===== src/rtl/sc_io_pkg.sv =====
// sc_io_pkg: shared constants for the sc_io_ctrl I/O block.
// Holds the register map, data width and debounce state encoding.
package sc_io_pkg;

  localparam int DATA_W = 32;

  localparam logic [7:0] ADDR_ONE = 8'hC0;
  localparam logic [7:0] ADDR_TWO = 8'hC4;
  localparam logic [7:0] ADDR_LED = 8'hC8;
  localparam logic [7:0] ADDR_SW  = 8'hD0;
  localparam logic [7:0] ADDR_KEY = 8'hD4;
  localparam logic [7:0] ADDR_EVT = 8'hD8;

  localparam logic [1:0] ST_REL     = 2'd0;
  localparam logic [1:0] ST_REL_CHK = 2'd1;
  localparam logic [1:0] ST_PRS     = 2'd2;
  localparam logic [1:0] ST_PRS_CHK = 2'd3;

endpackage


===== src/rtl/sc_key_debounce.sv =====
// sc_key_debounce: 2-flop key synchronizer plus optional debounce FSM.
// SC_IO_DEBOUNCE_EN selects the FSM; otherwise the synced edge is used.
module sc_key_debounce
  import sc_io_pkg::*;
#(
  parameter int DEBOUNCE_CYCLES = 16,
  parameter int CNT_W           = 16
) (
  input  logic clock,
  input  logic reset,
  input  logic key_n,
  output logic pressed,
  output logic press
);

  logic s1_q;
  logic s2_q;

  always_ff @(posedge clock) begin
    if (reset) begin
      s1_q <= 1'b1;
      s2_q <= 1'b1;
    end else begin
      s1_q <= key_n;
      s2_q <= s1_q;
    end
  end

`ifdef SC_IO_DEBOUNCE_EN
  localparam logic [CNT_W-1:0] LAST = CNT_W'(DEBOUNCE_CYCLES - 1);

  logic [1:0]       st_q;
  logic [1:0]       st_d;
  logic [CNT_W-1:0] cnt_q;
  logic [CNT_W-1:0] cnt_d;

  // Entering a CHK state already counts the first stable cycle.
  always_comb begin
    st_d  = st_q;
    cnt_d = cnt_q;
    press = 1'b0;
    unique case (st_q)
      ST_REL: begin
        if (!s2_q) begin
          if (DEBOUNCE_CYCLES == 1) begin
            st_d  = ST_PRS;
            press = 1'b1;
          end else begin
            st_d  = ST_REL_CHK;
            cnt_d = CNT_W'(1);
          end
        end
      end
      ST_REL_CHK: begin
        if (s2_q) begin
          st_d  = ST_REL;
          cnt_d = '0;
        end else if (cnt_q == LAST) begin
          st_d  = ST_PRS;
          cnt_d = '0;
          press = 1'b1;
        end else begin
          cnt_d = cnt_q + CNT_W'(1);
        end
      end
      ST_PRS: begin
        if (s2_q) begin
          if (DEBOUNCE_CYCLES == 1) begin
            st_d = ST_REL;
          end else begin
            st_d  = ST_PRS_CHK;
            cnt_d = CNT_W'(1);
          end
        end
      end
      ST_PRS_CHK: begin
        if (!s2_q) begin
          st_d  = ST_PRS;
          cnt_d = '0;
        end else if (cnt_q == LAST) begin
          st_d  = ST_REL;
          cnt_d = '0;
        end else begin
          cnt_d = cnt_q + CNT_W'(1);
        end
      end
      default: begin
        st_d  = ST_REL;
        cnt_d = '0;
      end
    endcase
  end

  always_ff @(posedge clock) begin
    if (reset) begin
      st_q  <= ST_REL;
      cnt_q <= '0;
    end else begin
      st_q  <= st_d;
      cnt_q <= cnt_d;
    end
  end

  assign pressed = (st_q == ST_PRS) || (st_q == ST_PRS_CHK);
`else
  logic [CNT_W-1:0] unused_cfg;
  assign unused_cfg = CNT_W'(DEBOUNCE_CYCLES);

  // s1 low while s2 still high: s2 falls on this edge.
  assign pressed = ~s2_q;
  assign press   = s2_q & ~s1_q;
`endif

endmodule


===== src/rtl/sc_io_ctrl.sv =====
// sc_io_ctrl: memory-mapped display operands, LEDs, switches and keys.
// Optional key debounce FSMs enabled by defining SC_IO_DEBOUNCE_EN.
module sc_io_ctrl
  import sc_io_pkg::*;
#(
  parameter int DEBOUNCE_CYCLES = 16,
  parameter int CNT_W           = 16
) (
  input  logic              clock,
  input  logic              reset,
  input  logic [DATA_W-1:0] addr,
  input  logic [DATA_W-1:0] datain,
  input  logic              we,
  output logic [DATA_W-1:0] dataout,
  input  logic [9:0]        sw,
  input  logic [3:0]        key,
  output logic [3:0]        one,
  output logic [3:0]        two,
  output logic [9:0]        led
);

  logic [3:0] one_q, one_d;
  logic [3:0] two_q, two_d;
  logic [9:0] led_q, led_d;
  logic [3:0] evt_q, evt_d;
  logic [9:0] sw_s1_q, sw_s2_q;
  logic [3:0] key_prs;
  logic [3:0] key_evt;
  logic [3:0] w1c;

  logic [5:0] word;
  logic       sel_one, sel_two, sel_led;
  logic       sel_sw, sel_key, sel_evt;

  logic       unused_bits;
  assign unused_bits = ^{addr[31:8], addr[1:0], datain[31:10]};

  assign word    = addr[7:2];
  assign sel_one = (word == ADDR_ONE[7:2]);
  assign sel_two = (word == ADDR_TWO[7:2]);
  assign sel_led = (word == ADDR_LED[7:2]);
  assign sel_sw  = (word == ADDR_SW[7:2]);
  assign sel_key = (word == ADDR_KEY[7:2]);
  assign sel_evt = (word == ADDR_EVT[7:2]);

  for (genvar i = 0; i < 4; i++) begin : g_key
    sc_key_debounce #(
      .DEBOUNCE_CYCLES(DEBOUNCE_CYCLES),
      .CNT_W          (CNT_W)
    ) u_db (
      .clock  (clock),
      .reset  (reset),
      .key_n  (key[i]),
      .pressed(key_prs[i]),
      .press  (key_evt[i])
    );
  end

  // A press in the same cycle as its W1C wins.
  always_comb begin
    one_d = one_q;
    two_d = two_q;
    led_d = led_q;
    w1c   = 4'h0;
    if (we && sel_one) one_d = datain[3:0];
    if (we && sel_two) two_d = datain[3:0];
    if (we && sel_led) led_d = datain[9:0];
    if (we && sel_evt) w1c = datain[3:0];
    evt_d = (evt_q & ~w1c) | key_evt;
  end

  always_ff @(posedge clock) begin
    if (reset) begin
      one_q   <= '0;
      two_q   <= '0;
      led_q   <= '0;
      evt_q   <= '0;
      sw_s1_q <= '0;
      sw_s2_q <= '0;
    end else begin
      one_q   <= one_d;
      two_q   <= two_d;
      led_q   <= led_d;
      evt_q   <= evt_d;
      sw_s1_q <= sw;
      sw_s2_q <= sw_s1_q;
    end
  end

  always_comb begin
    dataout = '0;
    unique case (1'b1)
      sel_one: dataout[3:0] = one_q;
      sel_two: dataout[3:0] = two_q;
      sel_led: dataout[9:0] = led_q;
      sel_sw:  dataout[9:0] = sw_s2_q;
      sel_key: dataout[3:0] = key_prs;
      sel_evt: dataout[3:0] = evt_q;
      default: dataout = '0;
    endcase
  end

  assign one = one_q;
  assign two = two_q;
  assign led = led_q;

endmodule


===== config.mk =====
export PLATFORM = sky130hd
export DESIGN_NAME = sc_io_ctrl
export DESIGN_NICKNAME = d
export VERILOG_FILES = /design/src/rtl/sc_io_pkg.sv /design/src/rtl/sc_key_debounce.sv /design/src/rtl/sc_io_ctrl.sv
export SDC_FILE = /design/constraint.sdc
export NUM_CORES = 1
export LEC_CHECK = 0
export CORE_MARGIN = 10
export CORE_UTILIZATION = 38
export DETAILED_ROUTE_END_ITERATION = 8
export PLACE_DENSITY = 0.81
export SLEW_MARGIN = 20
export SYNTH_ARGS = -nofsm -noshare
export SYNTH_HDL_FRONTEND = slang
export SYNTH_SLANG_ARGS = --single-unit

===== constraint.sdc =====
create_clock -name clock -period 1.6 [get_ports clock]
set_input_delay 0.32 -clock clock [delete_from_list [all_inputs] [get_ports clock]]
set_output_delay 0.32 -clock clock [all_outputs]
set_load 0.02 [all_outputs]

==> impl_metrics.toml, run 1 <==
[outcome]
status = "finished with violations"
violations = "setup timing"

[synth]
syn_area_per_cell_um2 = 9.59
synth_fa_ha_area_share_pct = 0
yosysWarnings = 0
synth_xor_area_share_pct = 0
synth_top_family_by_area = "simple AND/OR/NAND/NOR gates"
synthCells = 234
synthTopCellsByArea = "dfxtp_1 (45%), buf_4 (8.0%), nor2b_1 (5.6%)"
yosys.area.top_type = "dfxtp_1"
seq_area_frac_synth_pct = 44.6
synth_area_mm2 = 0.00224
synth_cell_types = 37
ys_ff_latch = 50
synth_top_area_share_pct = 44.6
synth_simple_gate_area_share_pct = 23.8
synth-compound-area-share_pct = 15.9
muxShareOfSynthArea_pct = 3.12

[worst_setup_path]
worstPathRequired_ns = 1.28
critPathArrivalTime_ns = 1.40
crit_chain = "clkbuf_4 > buf_6 > mux2i_4 > nor4_4 > a221o_1 > buf_6"
cpLargestDelayFamily = "buffers and inverters"
max_stage_delay_ns = 0.29
cpMaxStageDelayCell = "a221o_1"
crit_path_frequent_cell = "buf_6"
worst-path-buf-inv = 3
start_kind = "input pin"
worstSetupPathType = "in2out"
end_kind = "output pin"
crit_fanout = 6

[placement]
gp_congestion = 0.850
dpl.cell_count = 392
portBuffers = 60
dpl.hpwl_um = 4840
post_dp_cell_area_mm2 = 0.00312

[die]
rows = 27
die_h_um = 96.9
io_pins = 131
initial_core_util_pct = 40.0
coreArea_mm2 = 0.00561
die_area_mm2 = 0.00938
fp.dieW_um = 96.9

[detailed_routing]
first_pass_iters = 4
drt_wl_total_um = 6230
route.detailed.drc = 0
ant_nets = 0
via_count = 1984
avgRoutedWirePerCell_um = 15.4
drt-vias-per-instance = 4.89
drt_iter0_markers = 133

[sta]
fmax_mhz = 583
fin_crit_sh_pct = 107
finalCriticalPeriod_ns = 1.72
worst_hold_slack_ns = 0.440
clock_skew_ns = 0.00238
fin_ws_ns = -0.116
hold_viol = 0
maxSlewViolCount = 0
rsz0062_at_grt = "true"
setup_violations = 10

[cells_and_area]
final_cell_mix = "dfxtp_1 (44), buf_4 (36), clkdlybuf4s50_1 (26)"
fin_area_mm2 = 0.00336
n_antenna_cell = 0
syn2layout_area_growth_pct = 49.7
nFillCells = 518
instances_no_fill = 406
final_common_cell = "dfxtp_1"
final_layout_size_suffix_gt1_share_pct = 31.4
nNetsFinal = 414

[global_routing]
track_usage_pct = 13.0
globalRouteOverflowTotal = 0
grt_pass1_vias = 2057
antenna_found_initial = 0
grt_max_degree = 43
grt_pass1_wl_um = 10300

[power]
p_comb_share_pct = 15.8
power.switching_uw = 607
clockPowerShare_pct = 30.7
p_per_area_mw_per_mm2 = 724
p_leak_nw = 1.44
internal_power_mw = 1.83
seqPwrFrac_pct = 53.5
switching_share_pct = 24.9
ir_worst_vdd_v = 0.000520

[clock_network]
path_clk_slew_ns = 0.08
clockRootBuffer = "clkbuf_8"
htree_levels = 2
cts_buffers = 5
ctsLongestPathBuffers = 2
clkLatencyLatePin_ns = 0.30
cts_tree = "built"
cts.sinks = 50

[hold_path]
hold_class = "reg2reg"

[run]
cap_violations = 0
[what timing repair did]
action | CTS | global route
endpoints found under the setup margin | 44 | 10
pin swaps | 20 | 8
hold buffers | 0 | 0
hold endpoints to repair | 0 | 0
buffers inserted | 7 | 0
cloned | 0 | 0
gates resized for setup | 127 | 14
[synth_stat cells, drive strengths merged]
library cell	count
a211o	1
a21oi	23
a221o	2
a22o	6
and3b	1
and4bb	2
buf	33
clkbuf	5
conb	1
dfxtp	50
inv	4
mux2i	7
nand2	4
nand2b	6
nand3	18
nand3b	2
nand4b	1
nand4bb	2
nor2	2
nor2b	20
nor3	3
nor4	3
nor4b	1
o21ai	18
o221a	2
o22ai	3
o31ai	4
or2	8
or3b	1
or4b	1
[worst paths after layout]
check                                startpoint  cells after the start                            end  slack, ns
setup / recovery                        addr[2]                      6                     dataout[0]      -0.12
hold / removal    g_key[3].u_db.s1_q$_SDFF_PP1_                      1  g_key[3].u_db.s2_q$_SDFF_PP1_       0.44
setup reg to reg            two[2]$_SDFFE_PP0P_                      3            two[2]$_SDFFE_PP0P_       0.80
hold reg to reg   g_key[3].u_db.s1_q$_SDFF_PP1_                      1  g_key[3].u_db.s2_q$_SDFF_PP1_       0.44
[per-layer routing]
layer / vias up / part of all wire [%] / global-route usage, %
met5: - / 0 / 0
met4: 0 / 3.0 / 4.85
met3: 17 / 7.0 / 4.47
met2: 83 / 50 / 22.1
met1: 913 / 40 / 14.5
li1: 971 / - / -
[cell type report]
class,instances,area (um^2),area share (%)
clock inverter,2,12.5,0.372
sequential,50,1010,30.0
timing repair buffer,109,1020,30.3
multi-input combinational,163,1130,33.7
clock buffer,6,82.6,2.46
tap,72,90.1,2.68
inverter,4,15.0,0.447
[power groups by stage]
stage,Sequential (mW),Clock [mW],Combinational [mW]
2_1_floorplan,1.33,0,0.222
3_3_place_gp,1.33,0,0.348
3_5_place_dp,1.33,0,0.353
4_1_cts,1.30,0.760,0.379
5_1_grt,1.31,0.814,0.415
6_report,1.30,0.747,0.385
[flip-flops by register name (all words and copies together), names as in the netlist]
signal,cells
evt_q,4
one,4
g_key.u_db.s2_q,4
sw_s2_q,10
two,4
g_key.u_db.s1_q,4
led,10
sw_s1_q,10
[through the flow]
step / worst slack [ns] / power (mW) / setup TNS (ns) / utilization [%]
floorplan: 0.0340 / 1.55 / 0 / -
CTS: -0.148 / 2.44 / -0.872 / 59.4
global route: -0.157 / 2.53 / -1.19 / 59.9
finish: -0.116 / 2.43 / -0.744 / 59.9
detailed placement: -0.963 / 1.68 / -16.15 / 55.6
global placement: -0.951 / 1.68 / -16.08 / 55.6
[cell families after synthesis]
group           Yosys count
buf+inv                  42
simple gates             75
other cells               1
flops                    50
mux                       7
compound gates           59
Note: power is estimated with default switching activity, not from simulation.
==> run 2, diff against run 1 <==
Settings changed: RECOVER_POWER set to 25.
==> run 2 against run 1 <==
The flow still finishes with violations (setup timing). Count of clock-buffer cells in the layout is the same. Via count shrank 0.55%. First-iteration DRC count shrank 3.0%. Non-clock buffer count is the same. Die area is the same. Flip-flop and latch count is the same. Sequential power is essentially flat. Core utilization shrank 0.27 points. Design area shrank 0.45%. Critical endpoint unchanged.
==> impl_metrics.toml, run 2 (same netlist as run 1, synthesis figures left out) <==
[power]
p_leak_nw = 1.43
power.switching_uw = 608
power.total_mw = 2.43
internal_power_mw = 1.82
clockPowerShare_pct = 30.8
p_per_area_mw_per_mm2 = 726
seqPwrFrac_pct = 53.5
ir_worst_vdd_v = 0.000523
p_comb_share_pct = 15.6
switching_share_pct = 25.0

[outcome]
violations = "setup timing"
status = "finished with violations"

[sta]
fmax_mhz = 583
clock_skew_ns = 0.00154
tns_ns = -0.747
relSlewSlack_pct = 50.7
fin_crit_sh_pct = 107
fin_ws_ns = -0.115
worst_pin_slew_ns = 0.739
hold_viol = 0
rsz0062_at_grt = "true"
finalCriticalPeriod_ns = 1.72
maxSlewViolCount = 0
worst_hold_slack_ns = 0.440
setup_violations = 10

[placement]
dpl_worst_slack_ns = -0.963
dpl.cell_count = 392
portBuffers = 60
gp_congestion = 0.850
dpl.hpwl_um = 4840

[cells_and_area]
final_common_cell = "dfxtp_1"
syn2layout_area_growth_pct = 49.0
final_layout_size_suffix_gt1_share_pct = 31.4
regArea_mm2 = 0.00101
nNetsFinal = 414
multi_input_area_mm2 = 0.00113
n_antenna_cell = 0
final_cell_mix = "dfxtp_1 (44), buf_4 (36), clkdlybuf4s50_1 (25)"
instances_no_fill = 406
nFillCells = 519

[global_routing]
globalRouteOverflowTotal = 0
grt_pass1_vias = 2057
antenna_found_initial = 0
track_usage_pct = 13.0
grt_max_degree = 43
grt_pass1_wl_um = 10300

[detailed_routing]
drt_wl_total_um = 6240
route.detailed.drc = 0
first_pass_iters = 4
drt_iter0_markers = 129
drt-vias-per-instance = 4.86
via_count = 1973
avgRoutedWirePerCell_um = 15.4
ant_nets = 0

[clock_network]
cts_buffers = 5
cts.sinks = 50
ctsLongestPathBuffers = 2
clockRootBuffer = "clkbuf_8"
htree_levels = 2
clkLatencyLatePin_ns = 0.30
path_clk_slew_ns = 0.08
cts_tree = "built"

[worst_setup_path]
start_kind = "input pin"
worstPathRequired_ns = 1.28
end_kind = "output pin"
crit_fanout = 6
critPathArrivalTime_ns = 1.40
worstSetupPathType = "in2out"

[die]
die_area_mm2 = 0.00938
coreArea_mm2 = 0.00561
io_pins = 131
rows = 27
fp.dieW_um = 96.9
initial_core_util_pct = 40.0
die_h_um = 96.9

[run]
cap_violations = 0

[hold_path]
hold_class = "reg2reg"
## run 2: cell count changes in the layout (fill, tap and decap cells not counted)
cell,before,now
dlygate4sd3_1,0,1
buf_12,2,1
clkbuf_2,0,1
clkdlybuf4s50_1,26,25
## run 2: final cells by class
| type | count | share of cell area, % |
|---|---|---|
| inverter | 4 | 0.449 |
| timing repair buffer | 109 | 30.0 |
| tap | 72 | 2.69 |
| multi-input combinational | 163 | 33.9 |
| clock inverter | 2 | 0.374 |
| sequential | 50 | 30.2 |
| clock buffer | 6 | 2.47 |
## run 2: power by group through the flow
stage	registers (mW)	clock network, mW	logic, mW
3_5_place_dp	1.33	0	0.353
4_1_cts	1.30	0.760	0.379
6_report	1.30	0.749	0.380
2_1_floorplan	1.33	0	0.222
5_1_grt	1.31	0.814	0.410
3_3_place_gp	1.33	0	0.348
## run 2: layer usage
| layer | up-vias | routed length [um] | GRT usage, % |
|---|---|---|---|
| li1 | 971 | - | - |
| met4 | 0 | 184 | 4.85 |
| met3 | 17 | 403 | 4.47 |
| met5 | - | 0 | 0 |
| met1 | 908 | 2540 | 14.5 |
| met2 | 77 | 3110 | 22.1 |
## run 2: stage by stage
stage,util [%],area (um^2)
6_report,59.6,3340
5_1_grt,59.6,3340
4_1_cts,59.4,3330
3_5_place_dp,55.6,3120
3_3_place_gp,55.6,3120
2_1_floorplan,-,2330
## run 2: final timing paths
check        slack, ns                             to                          start  cells after the start
max              -0.12                     dataout[0]                        addr[2]                      6
min reg2reg       0.44  g_key[3].u_db.s2_q$_SDFF_PP1_  g_key[3].u_db.s1_q$_SDFF_PP1_                      1
max reg2reg       0.80            two[2]$_SDFFE_PP0P_            two[2]$_SDFFE_PP0P_                      3
min               0.44  g_key[3].u_db.s2_q$_SDFF_PP1_  g_key[3].u_db.s1_q$_SDFF_PP1_                      1
## run 2: timing repair
item / in CTS / in global routing
hold buffers: 0 / 0
buffers inserted: 7 / 0
cloned: 0 / 0
endpoints found under the setup margin: 44 / 10
gates resized for setup: 127 / 14
pin swaps: 20 / 8
## run 2: worst max-delay path: stages
cell and delay (ns):
clkbuf_4 0.16, buf_6 0.15, mux2i_4 0.27, nor4_4 0.05
a221o_1 0.29, buf_6 0.14
==> run 3, diff against run 2 <==
Settings changed: CELL_PAD_IN_SITES_DETAIL_PLACEMENT set to 0, CELL_PAD_IN_SITES_GLOBAL_PLACEMENT set to 1, CORE_ASPECT_RATIO set to 1.2, CORE_UTILIZATION 38 to 27, PLACE_DENSITY 0.81 to not set, PLACE_DENSITY_LB_ADDON set to 0.1.
==> run 3 against run 2 <==
The flow still finishes with violations (setup timing). Sequential power hardly changed. Power is 14% higher. Routed wire length is 11% higher. First-iteration DRC count is 35% lower. Non-clock buffer count is 2 higher. Worst setup slack better by 0.013 ns. Global-route usage is 1.8 points lower. Design area is 1.8% higher. Flip-flop and latch count stayed put. Combinational power is 1% lower. Core utilization is 18 points lower. Largest power group unchanged.
==> impl_metrics.toml, run 3 (same netlist as run 1, synthesis figures left out) <==
[outcome]
violations = "setup timing"
status = "finished with violations"

[detailed_routing]
ant_nets = 0
drt_wl_total_um = 6930
avgRoutedWirePerCell_um = 16.1
first_pass_iters = 4
route.detailed.drc = 0
drt-vias-per-instance = 4.61
drt_iter0_markers = 84
via_count = 1986

[clock_network]
ctsLongestPathBuffers = 2
cts.sinks = 50
clkLatencyLatePin_ns = 0.30
htree_levels = 2
cts_buffers = 5
clockRootBuffer = "clkbuf_8"
path_clk_slew_ns = 0.09
cts_tree = "built"

[worst_setup_path]
reg2reg_to = "two[2]$_SDFFE_PP0P_"
ff2ff_path_depth = 3
critPathArrivalTime_ns = 1.38
reg2reg_slack_ns = 0.84
rr_startpoint = "two[2]$_SDFFE_PP0P_"
worstSetupPathType = "reg2out"
crit_fanout = 2
end_kind = "output pin"
start_kind = "register"
worstPathRequired_ns = 1.28
crit_start = "g_key[3].u_db.s2_q$_SDFF_PP1_"
crit_cells = 4
endpoint = "dataout[3]"
worst-path-buf-inv = 1
crit_chain = "or3b_1 > a21oi_2 > a211o_1 > buf_6"
max_stage_delay_ns = 0.36
cpMaxStageDelayCell = "or3b_1"
cpLargestDelayFamily = "simple AND/OR/NAND/NOR gates"

[cells_and_area]
final_common_cell = "dfxtp_1"
syn2layout_area_growth_pct = 51.7
n_antenna_cell = 0
regArea_mm2 = 0.00101
multi_input_area_mm2 = 0.00109
instances_no_fill = 431
final_cell_mix = "dfxtp_1 (44), buf_4 (38), clkdlybuf4s50_1 (25)"
final_core_utilization_pct = 42.0
nFillCells = 845
fin_area_mm2 = 0.00341
nNetsFinal = 416
final_layout_size_suffix_gt1_share_pct = 31.0

[die]
io_pins = 131
die_area_mm2 = 0.0124
fp.dieW_um = 103
rows = 36
initial_core_util_pct = 27.7
die_h_um = 120
coreArea_mm2 = 0.00811

[global_routing]
grt_max_degree = 30
antenna_found_initial = 0
track_usage_pct = 11.2
globalRouteOverflowTotal = 0
grt_pass1_vias = 2040
grt_pass1_wl_um = 10800

[sta]
fmax_mhz = 587
worst_hold_slack_ns = 0.437
rsz0062_at_grt = "true"
tns_ns = -0.282
worst_pin_slew_ns = 0.585
fin_crit_sh_pct = 106
hold_viol = 0
fin_ws_ns = -0.103
clock_skew_ns = 0.00624
finalCriticalPeriod_ns = 1.70
setup_violations = 4
relSlewSlack_pct = 61.0
maxSlewViolCount = 0

[power]
p_per_area_mw_per_mm2 = 811
power.total_mw = 2.76
ir_worst_vdd_v = 0.000333
p_leak_nw = 1.45

[placement]
gp_congestion = 0.827
portBuffers = 60
dpl.cell_count = 418
post_dp_cell_area_mm2 = 0.00318
dpl.hpwl_um = 5340
dpl_worst_slack_ns = -0.956

[hold_path]
hold_class = "reg2reg"

[run]
cap_violations = 0
==> run 3: cell types whose count changed in the layout (fill, tap and decap cells not counted), moves of 2 or more <==
cell       change
buf_12         +3
buf_2          +2
buf_4          +2
buf_6          -2
buf_8          -2
bufinv_16      +2
==> run 3: metal layers <==
metal  up-vias  part of all wire [%]  track usage, %
li1        982                     -               -
met1       932                    41            12.8
met2        65                    50            18.6
met3         7                   7.7            4.25
met4         0                   1.2            3.40
met5         -                     0               0
==> run 3: final cells by class <==
class / instances / area share [%]
Sequential cell: 50 / 29.6
Inverter: 4 / 0.441
Multi-Input combinational cell: 163 / 32.1
Clock buffer: 6 / 2.42
Tap cell: 95 / 3.49
Clock inverter: 2 / 1.76
Timing Repair Buffer: 111 / 30.2
==> run 3: worst reg2reg max path: stages, from the launching register on <==
cell and delay (ns):
dfxtp_1 0.38, buf_4 0.13, o21ai_0 0.06, a21oi_1 0.13
==> run 3: worst min-delay path by stage <==
| stage | startpoint | end | slack (ns) | cells after the start |
|---|---|---|---|---|
| final | sw_s1_q[3]$_SDFF_PP0_ | sw_s2_q[3]$_SDFF_PP0_ | 0.44 | 1 |
| after global routing | sw_s1_q[3]$_SDFF_PP0_ | sw_s2_q[3]$_SDFF_PP0_ | 0.45 | 1 |
| after CTS | g_key[1].u_db.s1_q$_SDFF_PP1_ | g_key[1].u_db.s2_q$_SDFF_PP1_ | 0.44 | 1 |
| after detailed placement | g_key[0].u_db.s1_q$_SDFF_PP1_ | g_key[0].u_db.s2_q$_SDFF_PP1_ | 0.42 | 1 |
| after global placement | g_key[1].u_db.s1_q$_SDFF_PP1_ | g_key[1].u_db.s2_q$_SDFF_PP1_ | 0.41 | 1 |
| after floorplan | g_key[0].u_db.s1_q$_SDFF_PP1_ | g_key[0].u_db.s2_q$_SDFF_PP1_ | 0.41 | 1 |
==> run 3: repair_timing <==
item | 4_1_cts | 5_1_grt
pin swaps | 13 | 7
hold endpoints to repair | 0 | 0
resized for setup | 117 | 8
hold buffers | 0 | 0
setup buffers | 5 | 0
setup endpoints to repair | 42 | 10
==> run 3: power breakdown <==
part / internal [mW] / total (mW) / switching (mW)
Sequential: 1.29 / 1.30 / 0.0159
Clock: 0.667 / 1.08 / 0.418
Combinational: 0.186 / 0.375 / 0.189
Total: 2.14 / 2.76 / 0.623
